<file path="config.mk">
export PLATFORM = sky130hd
export DESIGN_NAME = anchor_reader_flat
export DESIGN_NICKNAME = d
export VERILOG_FILES = /design/src/rtl/anchor_reader_if.sv /design/src/rtl/anchor_reader.sv /design/src/flat_wrapper.sv
export SDC_FILE = /design/constraint.sdc
export NUM_CORES = 1
export LEC_CHECK = 0
export ABC_AREA = 0
export BUFFER_PORTS_ARGS = -buffer_cell sky130_fd_sc_hd__buf_2
export CAP_MARGIN = 10
export CORE_MARGIN = 3
export CORE_UTILIZATION = 35
export CTS_BUF_LIST = sky130_fd_sc_hd__clkbuf_16
export CTS_CLUSTER_DIAMETER = 120
export DETAILED_ROUTE_END_ITERATION = 7
export PLACE_DENSITY_LB_ADDON = 0.05
export SLEW_MARGIN = 20
export SYNTH_ARGS = -nofsm -noshare
export SYNTH_HDL_FRONTEND = slang
export SYNTH_SLANG_ARGS = --single-unit
</file>
<file path="constraint.sdc">
create_clock -name clk -period 5.6 [get_ports clk]
set_input_delay 0.56 -clock clk [delete_from_list [all_inputs] [get_ports clk]]
set_output_delay 0.56 -clock clk [all_outputs]
set_load 0.005 [all_outputs]
</file>
<file path="src/rtl/anchor_reader_if.sv">
// ============================================================================
// Module      : anchor_reader_if
// Description : Request/feature stream and SRAM port bundle for anchor_reader.
// Revision    : 1.0 - initial release
// ============================================================================
`default_nettype none

interface anchor_reader_if #(
    parameter int DATA_BUS_WIDTH    = 64,
    parameter int ADDR_BUS_WIDTH    = 64,
    parameter int ENCODE_ADDR_WIDTH = 18
);
    logic                         read_anchor;
    logic [ENCODE_ADDR_WIDTH-1:0] pos_encode;
    logic                         busy;
    logic                         read_done;
    logic                         hit;
    logic                         feature_valid;
    logic [3:0]                   feature_idx;
    logic [DATA_BUS_WIDTH-1:0]    feature_out;
    logic                         mem_sram_CEN;
    logic [ADDR_BUS_WIDTH-1:0]    mem_sram_A;
    logic [DATA_BUS_WIDTH-1:0]    mem_sram_D;
    logic                         mem_sram_GWEN;
    logic [DATA_BUS_WIDTH-1:0]    mem_sram_Q;

    // Reader side: accepts requests, owns the SRAM request lines.
    modport master (
        input  read_anchor, pos_encode, mem_sram_Q,
        output busy, read_done, hit, feature_valid, feature_idx, feature_out,
               mem_sram_CEN, mem_sram_A, mem_sram_D, mem_sram_GWEN
    );

    // Environment side: query logic plus the arbitrated SRAM.
    modport slave (
        output read_anchor, pos_encode, mem_sram_Q,
        input  busy, read_done, hit, feature_valid, feature_idx, feature_out,
               mem_sram_CEN, mem_sram_A, mem_sram_D, mem_sram_GWEN
    );
endinterface

`default_nettype wire

</file>
<file path="src/rtl/anchor_reader.sv">
// ============================================================================
// Module      : anchor_reader
// Description : Looks up an encoded octree anchor and streams its feature words.
// Revision    : 1.0 - initial release
// ============================================================================
`default_nettype none

module anchor_reader #(
    parameter int DATA_BUS_WIDTH     = 64,
    parameter int ADDR_BUS_WIDTH     = 64,
    parameter int FEATURE_LENTH      = 9,
    parameter int CHILDREN_NUM       = 8,
    parameter int LOG_CHILD_NUM      = 3,
    parameter int TREE_LEVEL         = 5,
    parameter int LOG_TREE_LEVEL     = 3,
    parameter int TREE_START_ADDR    = 0,
    parameter int FEATURE_START_ADDR = 1200,
    parameter int ENCODE_ADDR_WIDTH  = LOG_CHILD_NUM*TREE_LEVEL+LOG_TREE_LEVEL
) (
    input  logic           clk,
    input  logic           rst,
    anchor_reader_if.master bus
);
    localparam int AW = ADDR_BUS_WIDTH;
    localparam int EW = ENCODE_ADDR_WIDTH;
    localparam int LW = LOG_TREE_LEVEL;

    typedef enum logic [2:0] {
        IDLE    = 3'd0,
        TREE_RD = 3'd1,
        CHECK   = 3'd2,
        FEAT    = 3'd3,
        DRAIN   = 3'd4,
        DONE    = 3'd5
    } state_t;

    state_t          state, state_nxt;
    logic [EW-1:0]   pos_lat;
    logic [AW-1:0]   base_lat;
    logic [3:0]      word_cnt;
    logic            feat_valid;
    logic [3:0]      feat_idx;

    logic            busy, read_done, hit, cen;
    logic [AW-1:0]   addr;

    // Sum of node counts of all levels shallower than lvl.
    function automatic logic [AW-1:0] level_offset(input logic [LW-1:0] lvl);
        logic [AW-1:0] acc;
        logic [AW-1:0] span;
        acc  = '0;
        span = AW'(1);
        for (int i = 0; i < TREE_LEVEL; i++) begin
            if (i < int'(lvl)) acc = acc + span;
            span = span << LOG_CHILD_NUM;
        end
        return acc;
    endfunction

    function automatic logic [AW-1:0] node_index(input logic [EW-1:0] pos,
                                                 input logic [LW-1:0] lvl);
        logic [AW-1:0] n;
        n = '0;
        for (int k = 1; k <= TREE_LEVEL; k++) begin
            if (k <= int'(lvl))
                n = (n << LOG_CHILD_NUM)
                  | AW'(pos[EW-LW-1-(k-1)*LOG_CHILD_NUM -: LOG_CHILD_NUM]);
        end
        return n;
    endfunction

    function automatic logic [LOG_CHILD_NUM-1:0] child_index(input logic [EW-1:0] pos,
                                                             input logic [LW-1:0] lvl);
        logic [LOG_CHILD_NUM-1:0] c;
        c = '0;
        for (int k = 1; k <= TREE_LEVEL; k++) begin
            if (k == int'(lvl))
                c = pos[EW-LW-1-(k-1)*LOG_CHILD_NUM -: LOG_CHILD_NUM];
        end
        return c;
    endfunction

    logic [LW-1:0]           in_lvl;
    logic [LW-1:0]           lvl;
    logic [LW-1:0]           parent_lvl;
    logic [AW-1:0]           parent_addr;
    logic [AW-1:0]           feat_base;
    logic [CHILDREN_NUM-1:0] child_mask;
    logic                    child_hit;

    assign in_lvl      = bus.pos_encode[EW-1 -: LW];
    assign lvl         = pos_lat[EW-1 -: LW];
    assign parent_lvl  = lvl - LW'(1);
    assign parent_addr = AW'(TREE_START_ADDR) + level_offset(parent_lvl)
                       + node_index(pos_lat, parent_lvl);
    assign feat_base   = AW'(FEATURE_START_ADDR)
                       + (level_offset(lvl) + node_index(pos_lat, lvl)) * AW'(FEATURE_LENTH);
    assign child_mask  = bus.mem_sram_Q[CHILDREN_NUM-1:0];
    assign child_hit   = child_mask[child_index(pos_lat, lvl)];

    always_ff @(posedge clk) begin
        if (rst) state <= IDLE;
        else     state <= state_nxt;
    end

    always_comb begin
        state_nxt = state;
        busy      = 1'b1;
        read_done = 1'b0;
        hit       = 1'b0;
        cen       = 1'b1;
        addr      = '0;
        case (state)
            IDLE: begin
                busy = 1'b0;
                if (bus.read_anchor) begin
                    if (in_lvl == '0 || in_lvl > LW'(TREE_LEVEL)) state_nxt = DONE;
                    else                                           state_nxt = TREE_RD;
                end
            end
            TREE_RD: begin
                cen       = 1'b0;
                addr      = parent_addr;
                state_nxt = CHECK;
            end
            CHECK: begin
                state_nxt = child_hit ? FEAT : DONE;
            end
            FEAT: begin
                cen  = 1'b0;
                addr = base_lat + AW'(word_cnt);
                if (word_cnt == 4'(FEATURE_LENTH-1)) state_nxt = DRAIN;
            end
            DRAIN: begin
                read_done = 1'b1;
                hit       = 1'b1;
                state_nxt = IDLE;
            end
            DONE: begin
                read_done = 1'b1;
                state_nxt = IDLE;
            end
            default: state_nxt = IDLE;
        endcase
    end

    // The base is captured in CHECK so the multiply stays off the FEAT address path.
    always_ff @(posedge clk) begin
        if (rst) begin
            pos_lat    <= '0;
            base_lat   <= '0;
            word_cnt   <= '0;
            feat_valid <= 1'b0;
            feat_idx   <= '0;
        end else begin
            if (state == IDLE && bus.read_anchor) pos_lat <= bus.pos_encode;
            if (state == CHECK) begin
                word_cnt <= '0;
                base_lat <= feat_base;
            end else if (state == FEAT) begin
                word_cnt <= word_cnt + 4'd1;
            end
            feat_valid <= (state == FEAT);
            feat_idx   <= (state == FEAT) ? word_cnt : 4'd0;
        end
    end

    assign bus.busy          = busy;
    assign bus.read_done     = read_done;
    assign bus.hit           = hit;
    assign bus.feature_valid = feat_valid;
    assign bus.feature_idx   = feat_idx;
    assign bus.feature_out   = bus.mem_sram_Q;
    assign bus.mem_sram_CEN  = cen;
    assign bus.mem_sram_A    = addr;
    assign bus.mem_sram_D    = '0;
    assign bus.mem_sram_GWEN = 1'b1;

endmodule

`default_nettype wire

</file>
<file path="src/flat_wrapper.sv">
// flat-port wrapper written by rule: the top's interface ports become plain ports
module anchor_reader_flat 
#(
    parameter int DATA_BUS_WIDTH     = 64,
    parameter int ADDR_BUS_WIDTH     = 64,
    parameter int FEATURE_LENTH      = 9,
    parameter int CHILDREN_NUM       = 8,
    parameter int LOG_CHILD_NUM      = 3,
    parameter int TREE_LEVEL         = 5,
    parameter int LOG_TREE_LEVEL     = 3,
    parameter int TREE_START_ADDR    = 0,
    parameter int FEATURE_START_ADDR = 1200,
    parameter int ENCODE_ADDR_WIDTH  = LOG_CHILD_NUM*TREE_LEVEL+LOG_TREE_LEVEL
)
  (clk, rst, bus_read_anchor, bus_pos_encode, bus_mem_sram_Q, bus_busy, bus_read_done, bus_hit, bus_feature_valid, bus_feature_idx, bus_feature_out, bus_mem_sram_CEN, bus_mem_sram_A, bus_mem_sram_D, bus_mem_sram_GWEN);
  anchor_reader_if #(.DATA_BUS_WIDTH(DATA_BUS_WIDTH), .ADDR_BUS_WIDTH(ADDR_BUS_WIDTH), .ENCODE_ADDR_WIDTH(ENCODE_ADDR_WIDTH)) bus_i ();
  input  logic clk;
  input  logic rst;
  input wire logic [$bits(bus_i.read_anchor)-1:0] bus_read_anchor;
  input wire logic [$bits(bus_i.pos_encode)-1:0] bus_pos_encode;
  input wire logic [$bits(bus_i.mem_sram_Q)-1:0] bus_mem_sram_Q;
  output wire logic [$bits(bus_i.busy)-1:0] bus_busy;
  output wire logic [$bits(bus_i.read_done)-1:0] bus_read_done;
  output wire logic [$bits(bus_i.hit)-1:0] bus_hit;
  output wire logic [$bits(bus_i.feature_valid)-1:0] bus_feature_valid;
  output wire logic [$bits(bus_i.feature_idx)-1:0] bus_feature_idx;
  output wire logic [$bits(bus_i.feature_out)-1:0] bus_feature_out;
  output wire logic [$bits(bus_i.mem_sram_CEN)-1:0] bus_mem_sram_CEN;
  output wire logic [$bits(bus_i.mem_sram_A)-1:0] bus_mem_sram_A;
  output wire logic [$bits(bus_i.mem_sram_D)-1:0] bus_mem_sram_D;
  output wire logic [$bits(bus_i.mem_sram_GWEN)-1:0] bus_mem_sram_GWEN;
  assign bus_i.read_anchor = bus_read_anchor;
  assign bus_i.pos_encode = bus_pos_encode;
  assign bus_i.mem_sram_Q = bus_mem_sram_Q;
  assign bus_busy = bus_i.busy;
  assign bus_read_done = bus_i.read_done;
  assign bus_hit = bus_i.hit;
  assign bus_feature_valid = bus_i.feature_valid;
  assign bus_feature_idx = bus_i.feature_idx;
  assign bus_feature_out = bus_i.feature_out;
  assign bus_mem_sram_CEN = bus_i.mem_sram_CEN;
  assign bus_mem_sram_A = bus_i.mem_sram_A;
  assign bus_mem_sram_D = bus_i.mem_sram_D;
  assign bus_mem_sram_GWEN = bus_i.mem_sram_GWEN;
  anchor_reader #(.DATA_BUS_WIDTH(DATA_BUS_WIDTH), .ADDR_BUS_WIDTH(ADDR_BUS_WIDTH), .FEATURE_LENTH(FEATURE_LENTH), .CHILDREN_NUM(CHILDREN_NUM), .LOG_CHILD_NUM(LOG_CHILD_NUM), .TREE_LEVEL(TREE_LEVEL), .LOG_TREE_LEVEL(LOG_TREE_LEVEL), .TREE_START_ADDR(TREE_START_ADDR), .FEATURE_START_ADDR(FEATURE_START_ADDR), .ENCODE_ADDR_WIDTH(ENCODE_ADDR_WIDTH)) u_core (.clk(clk), .rst(rst), .bus(bus_i));
endmodule
</file>
==> results.cfg <==
[run_status]
status = complete, no violations

[global_route]
grt_max_degree = 46
grt_pass1_vias = 5474
track_usage_pct = 17.7
grt_overflow = 0
use_met2_pct = 29.4
grt_pass1_wl_mm = 30.5
use_met3_pct = 2.43
antenna_found_initial = 0
grt_busiest_layer = met2
use_met1_pct = 24.3

[logic_synthesis]
synth_edf_count = 0
avgSynthCellArea_sq_um = 7.26
synth_area_sq_um = 6810
netlist.top_cell.by_area = buf_4
synth_most_common_cell = buf_4
synthCells = 938
yosys_warnings = 0
netlist_top_cells_area = buf_4 19%, dfxtp_1 15%, ha_1 9.0%
yosys-top-cells-count = 175 x buf_4, 119 x nand2_1, 71 x a21oi_1
synth-async-reset-ratio_pct = 0
yosysSeqAreaShare_pct = 14.7
synth_cell_types = 76
yosysTopAreaCellShare_pct = 19.3
ys_seq_elements = 50
ys.flop_type = dfxtp_1

[run]
max-cap-violations = 0

[detailed_routing]
initialDrtViolationCount = 307
num_vias = 5830
antenna_left = 0
wl_per_cell_um = 16.2
routed_wl_mm = 19.3
drt_pass1_iterations = 5
drc = 0
vias_per_cell = 4.90

[placement]
dpl_worst_slack_ns = 0.201
place_hpwl_mm = 15.4
dpl_cell_area_sq_um = 6580
dp_cells = 1180
portBuffers = 66
gp_congestion = 0.817

[min_path]
hp-class = reg -> reg

[cts]
root_buffer = clkbuf_16
clk_latency_ns = 0.31
cts_tree = yes
cts_sinks = 50
clockBufferDepth = 2
cts_buffers = 5
clk_pin_slew_ns = 0.08
htree_levels = 2
cts_hold_buf = 0

[finish]
num-nets-final = 1071
drive_gt1_share_pct = 15.4
utilization_pct = 36.2
synthToLayoutAreaGrowth_pct = 0.478
design_area_sq_um = 6840
final_cell_count_no_fill = 1190
diodes = 0

[critical_path]
max_stage_delay_ns = 0.44
cp_common_cell = nand2_1
reg2reg_depth = 25
end_kind = register
r2r_start = u_core.pos_lat[16]
startpoint = u_core.pos_lat[16]
critPathCapture = u_core.base_lat[19]
crit_type = reg -> reg
cp_slowest_cell = or3b_2
worstReg2RegEnd = u_core.base_lat[19]
start_kind = register
regToRegSetupSlack_ns = 0.36
arrival_ns = 5.44
cp_max_fo = 6
critical_path_required_ns = 5.80

[sta]
setup_viol_count_final = 0
max_slew_margin_pct = 50.2
fmax_mhz = 191
worst_clock_skew_ns = 0.00453
layout_setup_ws_ns = 0.360
min_period_over_period_pct = 93.6
finalMaxSlewViolations = 0
min_period_ns = 5.24
whs_ns = 0.469
hold_viol = 0
worst-slew-pin-transition_ns = 0.745

[die]
dieWidth_um = 145
die_h_um = 145
boundaryPins = 287
die_area_sq_um = 21200
core_sq_um = 18900
rows = 50
start_util_pct = 36.0

[pwr]
power_density_nw_per_um2 = 218
leakagePower_nw = 3.01
irDropWorstVdd_v = 0.000110
==> power by group <==
group | internal, mW | total [mW] | switching [mW]
Sequential | 0.380 | 0.414 | 0.0346
Combinational | 0.268 | 0.706 | 0.438
Clock | 0.214 | 0.371 | 0.157
Total | 0.862 | 1.49 | 0.629
==> layout make-up <==
type	instances	area [sq um]
tap	260	325
clock buffer	5	125
sequential	50	1000
multi-input combinational	739	4650
fill	2128	12100
clock inverter	3	48.8
inverter	38	145
timing repair buffer	95	548
==> per-layer routing <==
| metal | vias to the layer above | share of wire (%) | wire length (um) |
|---|---|---|---|
| met5 | - | 0 | 0 |
| met4 | 0 | 1.5 | 285 |
| met3 | 31 | 4.6 | 884 |
| met2 | 170 | 46 | 8900 |
| met1 | 2716 | 48 | 9180 |
| li1 | 2913 | - | - |
==> cells by family (layout without fill, tap and decap cells) <==
| kind of cell | after synthesis | after routing | share of synthesized area, % |
|---|---|---|---|
| compound gates | 187 | 187 | 18.1 |
| xor+xnor | 54 | 54 | 7.22 |
| fa+ha+maj | 57 | 57 | 11.4 |
| buf+inv | 255 | 141 | 24.0 |
| flops | 50 | 50 | 14.7 |
| mux | 13 | 13 | 2.06 |
| other cells | 2 | 108 | 0.110 |
| simple gates | 320 | 320 | 22.5 |
==> cell usage in the layout, fill, tap and decap left out, drive strengths merged, types with 13 or more instances in the layout <==
cell type | synthesis | layout
nand2 | 120 | 120
conb | 2 | 108
buf | 183 | 95
a21oi | 72 | 72
nor2 | 64 | 64
dfxtp | 50 | 50
ha | 49 | 49
inv | 38 | 39
o21ai | 35 | 35
xor2 | 28 | 28
nand3 | 27 | 27
xnor2 | 26 | 26
nor3 | 25 | 25
nand2b | 17 | 17
o22ai | 14 | 14
a211oi | 13 | 13
==> worst min path at each step <==
stage               cells past startpoint               start            endpoint  slack [ns]
floorplan                               2  u_core.base_lat[0]  u_core.base_lat[0]        0.44
CTS                                     2  u_core.base_lat[0]  u_core.base_lat[0]        0.48
global placement                        2  u_core.base_lat[0]  u_core.base_lat[0]        0.47
global route                            3   bus_pos_encode[6]   u_core.pos_lat[6]        0.49
finish                                  2  u_core.base_lat[0]  u_core.base_lat[0]        0.47
detailed placement                      2  u_core.base_lat[0]  u_core.base_lat[0]        0.46
==> critical path, delay by kind of cell (launching register included) <==
kind / cells / cell delay (ns)
adders and majority gates: 6 / 1.39
AOI/OAI and AO/OA: 11 / 1.88
and+or+nand+nor: 6 / 1.19
buffers and inverters: 1 / 0.13
muxes: 1 / 0.20
DFF: 1 / 0.35
==> state kept, by name, indices dropped and copies added (netlist names) <==
signal / flops
u_core.bus.feature_valid: 1
u_core.pos_lat: 18
u_core.state: 3
u_core.word_cnt: 4
u_core.bus.feature_idx: 4
u_core.base_lat: 20
==> timing repair <==
item / in CTS / in global routing
hold endpoints to repair: 0 / 0
endpoints found under the setup margin: 0 / 8
buffers inserted: 0 / 2
gates resized for setup: 0 / 17
==> through the flow <==
step	TNS (ns)	power [mW]
floorplan	0	1.00
global placement	0	1.13
detailed placement	0	1.12
CTS	0	1.50
global route	-0.0154	1.62
finish	0	1.49
(Power assumes the default switching activity.)
